$ cat src/rtl/alu_seq_if.sv
// ---------------------------------------------------------------------------
// alu_seq_if : operand/result bundle between the controller and alu_seq.
//   master (controller) drives start, ALUop, Ain, Bin
//   slave  (alu_seq)    drives out, N, V, Z, busy, done
// ---------------------------------------------------------------------------
interface alu_seq_if #(
   parameter int WIDTH = 16
);
   logic             start;
   logic [2:0]       ALUop;
   logic [WIDTH-1:0] Ain;
   logic [WIDTH-1:0] Bin;
   logic [WIDTH-1:0] out;
   logic             N;
   logic             V;
   logic             Z;
   logic             busy;
   logic             done;

   modport master (
      output start, ALUop, Ain, Bin,
      input  out, N, V, Z, busy, done
   );

   modport slave (
      input  start, ALUop, Ain, Bin,
      output out, N, V, Z, busy, done
   );
endinterface

$ cat src/rtl/alu_seq.sv
// ---------------------------------------------------------------------------
// alu_seq : clocked ALU with N/V/Z flags and a start/busy/done handshake.
//   clk    rising-edge clock
//   reset  synchronous, active-high reset
//   bus    alu_seq_if slave port:
//            start       request, sampled when busy=0
//            ALUop[2:0]  000 add, 001 sub, 010 and, 011 not B, 100 or,
//                        101 xor, 110 multiply (WIDTH cycles), 111 asr
//            Ain, Bin    operands
//            out, N,V,Z  registered result and flags, updated with done
//            busy        high while a multiply is in progress
//            done        one-cycle completion pulse
// ---------------------------------------------------------------------------
module alu_seq #(
   parameter int WIDTH = 16
) (
   input logic       clk,
   input logic       reset,
   alu_seq_if.slave  bus
);
   localparam int SHW = $clog2(WIDTH);
   localparam int CW  = $clog2(WIDTH + 1);

   localparam logic [2:0] OP_ADD = 3'b000;
   localparam logic [2:0] OP_SUB = 3'b001;
   localparam logic [2:0] OP_AND = 3'b010;
   localparam logic [2:0] OP_NOT = 3'b011;
   localparam logic [2:0] OP_OR  = 3'b100;
   localparam logic [2:0] OP_XOR = 3'b101;
   localparam logic [2:0] OP_MUL = 3'b110;
   localparam logic [2:0] OP_ASR = 3'b111;

   typedef enum logic {
      S_IDLE,
      S_MUL
   } state_t;

   state_t             state_q;
   logic [WIDTH-1:0]   out_q;
   logic               n_q, v_q, z_q;
   logic               busy_q, done_q;
   logic [2*WIDTH-1:0] mcand_q;
   logic [WIDTH-1:0]   mplier_q;
   logic [2*WIDTH-1:0] acc_q;
   logic [CW-1:0]      cnt_q;

   // single-cycle result path
   logic [WIDTH-1:0]   res_d;
   logic               v_d;
   logic [SHW-1:0]     shamt;
   logic               a_msb, b_msb;

   // multiply step path
   logic [2*WIDTH-1:0] acc_d;

   always_comb begin
      res_d = '0;
      v_d   = 1'b0;
      shamt = bus.Bin[SHW-1:0];
      a_msb = bus.Ain[WIDTH-1];
      b_msb = bus.Bin[WIDTH-1];
      unique case (bus.ALUop)
         OP_ADD: begin
            res_d = bus.Ain + bus.Bin;
            v_d   = (a_msb == b_msb) && (res_d[WIDTH-1] != a_msb);
         end
         OP_SUB: begin
            res_d = bus.Ain - bus.Bin;
            v_d   = (a_msb != b_msb) && (res_d[WIDTH-1] != a_msb);
         end
         OP_AND: res_d = bus.Ain & bus.Bin;
         OP_NOT: res_d = ~bus.Bin;
         OP_OR:  res_d = bus.Ain | bus.Bin;
         OP_XOR: res_d = bus.Ain ^ bus.Bin;
         OP_ASR: res_d = $signed(bus.Ain) >>> shamt;
         default: res_d = '0;  // OP_MUL handled by the sequencer
      endcase
   end

   always_comb begin
      acc_d = acc_q;
      if (mplier_q[0]) acc_d = acc_q + mcand_q;
   end

   always_ff @(posedge clk) begin
      if (reset) begin
         state_q  <= S_IDLE;
         out_q    <= '0;
         n_q      <= 1'b0;
         v_q      <= 1'b0;
         z_q      <= 1'b1;
         busy_q   <= 1'b0;
         done_q   <= 1'b0;
         mcand_q  <= '0;
         mplier_q <= '0;
         acc_q    <= '0;
         cnt_q    <= '0;
      end else begin
         done_q <= 1'b0;
         unique case (state_q)
            S_IDLE: begin
               if (bus.start) begin
                  if (bus.ALUop == OP_MUL) begin
                     mcand_q  <= {{WIDTH{1'b0}}, bus.Ain};
                     mplier_q <= bus.Bin;
                     acc_q    <= '0;
                     cnt_q    <= CW'(WIDTH);
                     busy_q   <= 1'b1;
                     state_q  <= S_MUL;
                  end else begin
                     out_q  <= res_d;
                     n_q    <= res_d[WIDTH-1];
                     v_q    <= v_d;
                     z_q    <= (res_d == '0);
                     done_q <= 1'b1;
                  end
               end
            end
            S_MUL: begin
               acc_q    <= acc_d;
               mcand_q  <= mcand_q << 1;
               mplier_q <= mplier_q >> 1;
               cnt_q    <= cnt_q - 1'b1;
               // last step: publish the freshly accumulated product directly
               if (cnt_q == CW'(1)) begin
                  out_q   <= acc_d[WIDTH-1:0];
                  n_q     <= acc_d[WIDTH-1];
                  v_q     <= |acc_d[2*WIDTH-1:WIDTH];
                  z_q     <= (acc_d[WIDTH-1:0] == '0);
                  busy_q  <= 1'b0;
                  done_q  <= 1'b1;
                  state_q <= S_IDLE;
               end
            end
            default: state_q <= S_IDLE;
         endcase
      end
   end

   assign bus.out  = out_q;
   assign bus.N    = n_q;
   assign bus.V    = v_q;
   assign bus.Z    = z_q;
   assign bus.busy = busy_q;
   assign bus.done = done_q;
endmodule

$ cat src/flat_wrapper.sv
// flat-port wrapper written by rule: the top's interface ports become plain ports
module alu_seq_flat 
#(
   parameter int WIDTH = 16
)
  (clk, reset, bus_start, bus_ALUop, bus_Ain, bus_Bin, bus_out, bus_N, bus_V, bus_Z, bus_busy, bus_done);
  alu_seq_if #(.WIDTH(WIDTH)) bus_i ();
  input logic clk;
  input logic reset;
  input wire logic [$bits(bus_i.start)-1:0] bus_start;
  input wire logic [$bits(bus_i.ALUop)-1:0] bus_ALUop;
  input wire logic [$bits(bus_i.Ain)-1:0] bus_Ain;
  input wire logic [$bits(bus_i.Bin)-1:0] bus_Bin;
  output wire logic [$bits(bus_i.out)-1:0] bus_out;
  output wire logic [$bits(bus_i.N)-1:0] bus_N;
  output wire logic [$bits(bus_i.V)-1:0] bus_V;
  output wire logic [$bits(bus_i.Z)-1:0] bus_Z;
  output wire logic [$bits(bus_i.busy)-1:0] bus_busy;
  output wire logic [$bits(bus_i.done)-1:0] bus_done;
  assign bus_i.start = bus_start;
  assign bus_i.ALUop = bus_ALUop;
  assign bus_i.Ain = bus_Ain;
  assign bus_i.Bin = bus_Bin;
  assign bus_out = bus_i.out;
  assign bus_N = bus_i.N;
  assign bus_V = bus_i.V;
  assign bus_Z = bus_i.Z;
  assign bus_busy = bus_i.busy;
  assign bus_done = bus_i.done;
  alu_seq #(.WIDTH(WIDTH)) u_core (.clk(clk), .reset(reset), .bus(bus_i));
endmodule
$ cat config.mk
export PLATFORM = sky130hd
export DESIGN_NAME = alu_seq_flat
export DESIGN_NICKNAME = d
export VERILOG_FILES = /design/src/rtl/alu_seq_if.sv /design/src/rtl/alu_seq.sv /design/src/flat_wrapper.sv
export SDC_FILE = /design/constraint.sdc
export NUM_CORES = 1
export LEC_CHECK = 0
export ABC_AREA = 0
export BUFFER_PORTS_ARGS = -buffer_cell sky130_fd_sc_hd__buf_2
export CAP_MARGIN = 20
export CORE_ASPECT_RATIO = 0.9
export CORE_MARGIN = 2
export CORE_UTILIZATION = 55
export CTS_CLUSTER_DIAMETER = 150
export DETAILED_ROUTE_END_ITERATION = 10
export GPL_TIMING_DRIVEN = 0
export PLACE_DENSITY = 0.84
export SLEW_MARGIN = 20
export SYNTH_ARGS = -nofsm -noshare
export SYNTH_HDL_FRONTEND = slang
export SYNTH_SLANG_ARGS = --single-unit
export TNS_END_PERCENT = 20
$ cat constraint.sdc
create_clock -name clk -period 8 [get_ports clk]
set_input_delay 1.6 -clock clk [delete_from_list [all_inputs] [get_ports clk]]
set_output_delay 1.6 -clock clk [all_outputs]
set_load 0.02 [all_outputs]
* Word-level counts from Yosys, hierarchy flattened *
Index checks and enable logic that the tools add are counted.

word-level totals
  register bits = 107
  latch bits = 0
  memory bits (writable) = 0
  bits in read-only memories = 0
  bits of input ports = 38
  output and inout bits = 21
  logic and storage cells = 89
  memories kept = 0

operators by class
  add/subtract/negate cells = 4
  $mul = 0
  div/mod/pow operators = 0
  magnitude comparators = 0
  eq/ne operators = 16
  shift operators = 1
  muxes and demuxes = 43
  bitwise logic cells = 5
  reduce and logical (&&, ||, !) cells = 9

operator list
  operator                                              number
  two-way mux 32 bit                                    5
  case mux 32 bit (2 select lines)                      2
  case mux 16 bit (7 select lines)                      1
  two-way mux 16 bit                                    5
  case mux 16 bit (2 select lines)                      2
  adder 32 bit                                          1
  zero test 16 bit                                      2
  two-way mux 1 bit                                     18
  adder 16 bit                                          1
  AND 16 bit                                            1
  inverter 16 bit                                       1
  OR 16 bit                                             1
  OR reduction 16 bit                                   1
  >>> shifter 16 x 4 -> 16 bit                          1
  subtractor 16 bit                                     1
  XOR 16 bit                                            1
  case mux 1 bit (2 select lines)                       7
  equality test 3 bit (second input constant)           4
  two-way mux 5 bit                                     2
  case mux 5 bit (2 select lines)                       1
  equality test 3 x 2 -> 1 bit (second input constant)  2
  != test 2 bit (second input constant)                 3
  AND reduction 3 bit                                   2
  equality test 5 x 1 -> 1 bit (second input constant)  1
  9 further kinds                                       12

* Depth between registers and ports, before layout *
  depth in word-level cells = 7
  mapped depth = 14
  gate-level depth less buffers = 14

* Worst setup path after synthesis *
Ideal clock, no wire load.

  path kind = input-to-reg
  start = in bus_Bin[1]
  end = reg u_core.z_q, in the netlist u_core.bus.Z
  library setup time = 73 ps
  data arrival time = 4,636 ps
  data required time = 7,927 ps
  slack = 3,291 ps
  cell stages on the path = 14
  buffers on the path = 2
  cell sequence = clkbuf_1 -> buf_1 -> inv_1 -> fa_1 -> nand2b_1 -> a221oi_1 -> o41ai_1 -> o211a_1 -> o31a_1 -> a211oi_1 -> a211o_1 -> nor4_2 -> nand4b_1 -> o211ai_2

on the way
  longest elaborated chain between the ends = 6
  elaborated cells on any way between the ends = 12
  classes of those cells = add/sub: 2; shift: 1; mux: 4; bitwise: 4; reduce/logical: 1

RTL lines
  what                                       RTL line            source
  from (decl)                                flat_wrapper.sv:13  input wire logic [$bits(bus_i.Bin)-1:0] bus_Bin;
  subtractor 16 bit (tied with other cells)  alu_seq.sv:68       res_d = bus.Ain - bus.Bin;
  case mux 16 bit (7 select lines) *         alu_seq.sv:62       unique case (bus.ALUop)
  zero test 16 bit *                         alu_seq.sv:114      z_q <= (res_d == '0);
  two-way mux 1 bit *                        alu_seq.sv:103      if (bus.ALUop == OP_MUL) begin
  two-way mux 1 bit *                        alu_seq.sv:102      if (bus.start) begin
  case mux 1 bit (2 select lines) *          alu_seq.sv:100      unique case (state_q)
  to (signal assigned)                       alu_seq.sv:114
  to (signal assigned)                       alu_seq.sv:129      z_q <= (acc_d[WIDTH-1:0] == '0);
  to (decl)                                  alu_seq.sv:40       logic n_q, v_q, z_q;

Every way passes the cells marked *; elsewhere a longest branch is shown, timed or not. The select of a mux whose other input is x is not followed.
A chain may end at the register's enable or synchronous reset.

* Worst setup path after layout *
Same ends and word-level chain as after synthesis.

==> flow_summary.ini <==
[setup_path]
r2r_start = u_core.acc_q[0]$_SDFFE_PP0P_
critPathLaunchType = primary input
critPathMaxFanout = 10
crit_start = bus_Bin[1]
path_common_cell = a21oi_1
critPathSlowestCell = o31ai_1
cp_cell_sequence = buf_2, clkbuf_1, buf_1, inv_1, ha_1, a21o_1, a31o_2, a21oi_1, o31ai_1, mux2i_1, xnor2_1, a21oi_1, nor3b_1, nand4b_1, o211ai_2
required_ns = 8.31
path_delay_family = compound AO/OA/AOI/OAI gates
reg2reg_slack_ns = 3.83
crit_arrival_ns = 6.31
path_buf_inv = 4
end_kind = flop
slowest_delay_ns = 0.74
critical_path_class = in -> reg
reg2reg_to = u_core.bus.V$_SDFFE_PP0P_
rr_worst_depth = 12

[timing]
period_needed_ns = 6.003
worst_pin_slew_ns = 1.025
period_share_pct = 75.04
rsz0062_at_grt = false
hold_viol = 0
setup_viol = 0
drv_slew = 0
timing.slew.headroom_pct = 31.69
skew_ns = 0.01475
max_freq_mhz = 166.6
finalSetupTns_ns = 0

[synth]
avgSynthCellArea_um2 = 7.294
yosysSeqAreaShare_pct = 21.70
yosys_warnings = 0
syn-instance-count = 1341
syn_area_um2 = 9781
synthArstFlopShare_pct = 0
synth_edf_count = 0
netlist-cell-type-count = 81
ys_ff_latch = 106
synth_ff_type = dfxtp_1
syn_nets = 1465

[detailed_routing]
drt_pass1_iterations = 7
wire_per_inst_um = 21.15
ant_nets = 0
vias = 10820
drt_wl_total_um = 34930
drc = 0
viasPerCell = 6.550
drtIter0Drc = 1150

[outcome]
status = finished, final reports clean

[clock_tree]
htreeDepth = 3
root_buffer = clkbuf_16
cts_setup_buffers = 0
cts_tree = built
clock_sinks = 106
clk_pin_slew_worst_paths_ns = 0.08
clock_latency_ns = 0.37
tritoncts.num_buffers = 9
holdBufCountCts = 0
cts.path.max_buffers = 2
cts.repair.resized = 0

[place]
dpl.hpwl_um = 27010
place_congestion = 1.069
port_buffers = 55

[worst_hold_path]
hp-start = u_core.bus.out[8]$_SDFFE_PP0P_
hold_depth = 2
worstHoldPathType = reg -> reg
hold_end = u_core.bus.out[8]$_SDFFE_PP0P_

[global_route]
antenna_found_initial = 2
track_usage_pct = 37.06
grt_pass1_wl_um = 53680
grt_overflow = 0
grt_pass1_vias = 9855
grt_start_max_net_pins = 21

[floorplan]
io_pins = 59
core_um2 = 17500
dieArea_um2 = 18870
initial_core_util_pct = 55.90
row_count = 46
die_h_um = 130.5
die-width_um = 144.6

[power_and_ir_drop]
leakage_nw = 4.402
powerDensity_nw_per_um2 = 130.2
fin_total_pwr_mw = 1.387
peakVddDrop_mv = 0.09308

[finish]
fillers = 1628
drive_gt1_share_pct = 8.428
layout.cells.most_common = a21oi_1
antenna_cells = 0
area_growth_pct = 8.955
final_nets = 1531
final_cell_mix = a21oi_1, nor2_1, nand2_1

[job]
cap_violations = 0
==> logic make-up (layout without fill, tap and decap cells) <==
kind of cell | count (synthesis) | count (layout) | share of synthesized area [%]
adder cells (fa/ha/maj) | 86 | 86 | 11.23
buffers and inverters | 157 | 228 | 6.205
XOR/XNOR | 37 | 37 | 3.313
flip-flops | 106 | 106 | 21.70
AND/OR/NAND/NOR | 461 | 461 | 21.42
multiplexers | 49 | 49 | 7.253
AO/OA/AOI/OAI | 445 | 445 | 28.89
==> cell usage after synthesis (11+ instances only) <==
library cell | number | area [µm²]
o21ai_0 | 59 | 295.3
clkbuf_1 | 79 | 296.5
a211oi_1 | 15 | 112.6
inv_1 | 57 | 214.0
a21o_1 | 23 | 172.7
ha_1 | 83 | 1039
a31oi_1 | 16 | 100.1
a21oi_1 | 193 | 965.9
and3_1 | 25 | 156.4
xnor2_1 | 27 | 236.5
nor2b_1 | 11 | 68.82
nor3_1 | 31 | 155.2
nand4_1 | 11 | 68.82
nand3_1 | 54 | 270.3
o31ai_1 | 11 | 82.58
dfxtp_1 | 106 | 2122
nor2_1 | 158 | 593.1
o21bai_1 | 11 | 82.58
mux2i_1 | 24 | 240.2
nand2_1 | 127 | 476.7
o211ai_1 | 17 | 127.6
==> power by group <==
| group | internal (mW) | switching (mW) |
|---|---|---|
| combinational | 0.130 | 0.257 |
| sequential | 0.541 | 0.00837 |
| clock | 0.220 | 0.230 |
==> cell type report <==
| cell class | instances | area [µm²] | area share (%) |
|---|---|---|---|
| inverters | 61 | 229.0 | 2.149 |
| well taps | 240 | 300.3 | 2.818 |
| flip-flops and latches | 106 | 2122 | 19.91 |
| clock buffers | 9 | 225.2 | 2.113 |
| plain buffers | 96 | 377.9 | 3.546 |
| repair buffers | 55 | 275.3 | 2.583 |
| clock inverters | 7 | 73.82 | 0.6927 |
| multi-input cells | 1078 | 7053 | 66.19 |
==> per-layer routing <==
layer / part of all wire, % / track usage (%) / routed length [µm] / vias up
li1: - / - / - / 4998
met1: 42 / 49.84 / 14570 / 5050
met2: 43 / 57.21 / 14960 / 644
met3: 11 / 8.418 / 3962 / 125
met4: 4.1 / 16.28 / 1420 / 4
met5: 0.066 / 0 / 23 / -
==> how the worst max path moves through the flow <==
stage,endpoint,slack (ns),cells past startpoint
2_1_floorplan,u_core.bus.Z$_SDFFE_PP1P_,3.29,14
3_3_place_gp,u_core.bus.Z$_SDFFE_PP1P_,1.90,15
3_5_place_dp,u_core.bus.Z$_SDFFE_PP1P_,1.92,15
4_1_cts,u_core.bus.Z$_SDFFE_PP1P_,2.29,15
5_1_grt,u_core.bus.Z$_SDFFE_PP1P_,1.91,15
6_report,u_core.bus.Z$_SDFFE_PP1P_,2.00,15
==> worst min-delay path: cells and delay by family (launching register included) <==
family	cells	cell delay [ns]
flops	1	0.31
compound gates	1	0.05
simple gates	1	0.05
==> stage by stage <==
stage / utilization [%] / setup slack (ns) / hold WS (ns) / std cells / area (µm²)
detailed placement: 59.19 / 1.915 / 0.4414 / 1636 / 10360
floorplan: - / 3.291 / 0.4321 / 1341 / 9781
finish: 60.91 / 1.997 / 0.4528 / 1652 / 10660
global placement: 59.19 / 1.899 / 0.4376 / 1636 / 10360
CTS: 60.90 / 2.289 / 0.4524 / 1652 / 10660
global route: 60.91 / 1.914 / 0.4731 / 1652 / 10660
==> registers in the layout (all words and copies together) (netlist names) <==
name	count
u_core.cnt_q	5
u_core.bus.out	15
u_core.mplier_q	16
u_core.bus.Z	1
u_core.bus.N	1
u_core.mcand_q	32
u_core.bus.busy	1
u_core.bus.done	1
u_core.bus.V	1
u_core.state_q	1
u_core.acc_q	32
(Power assumes the default switching activity.)
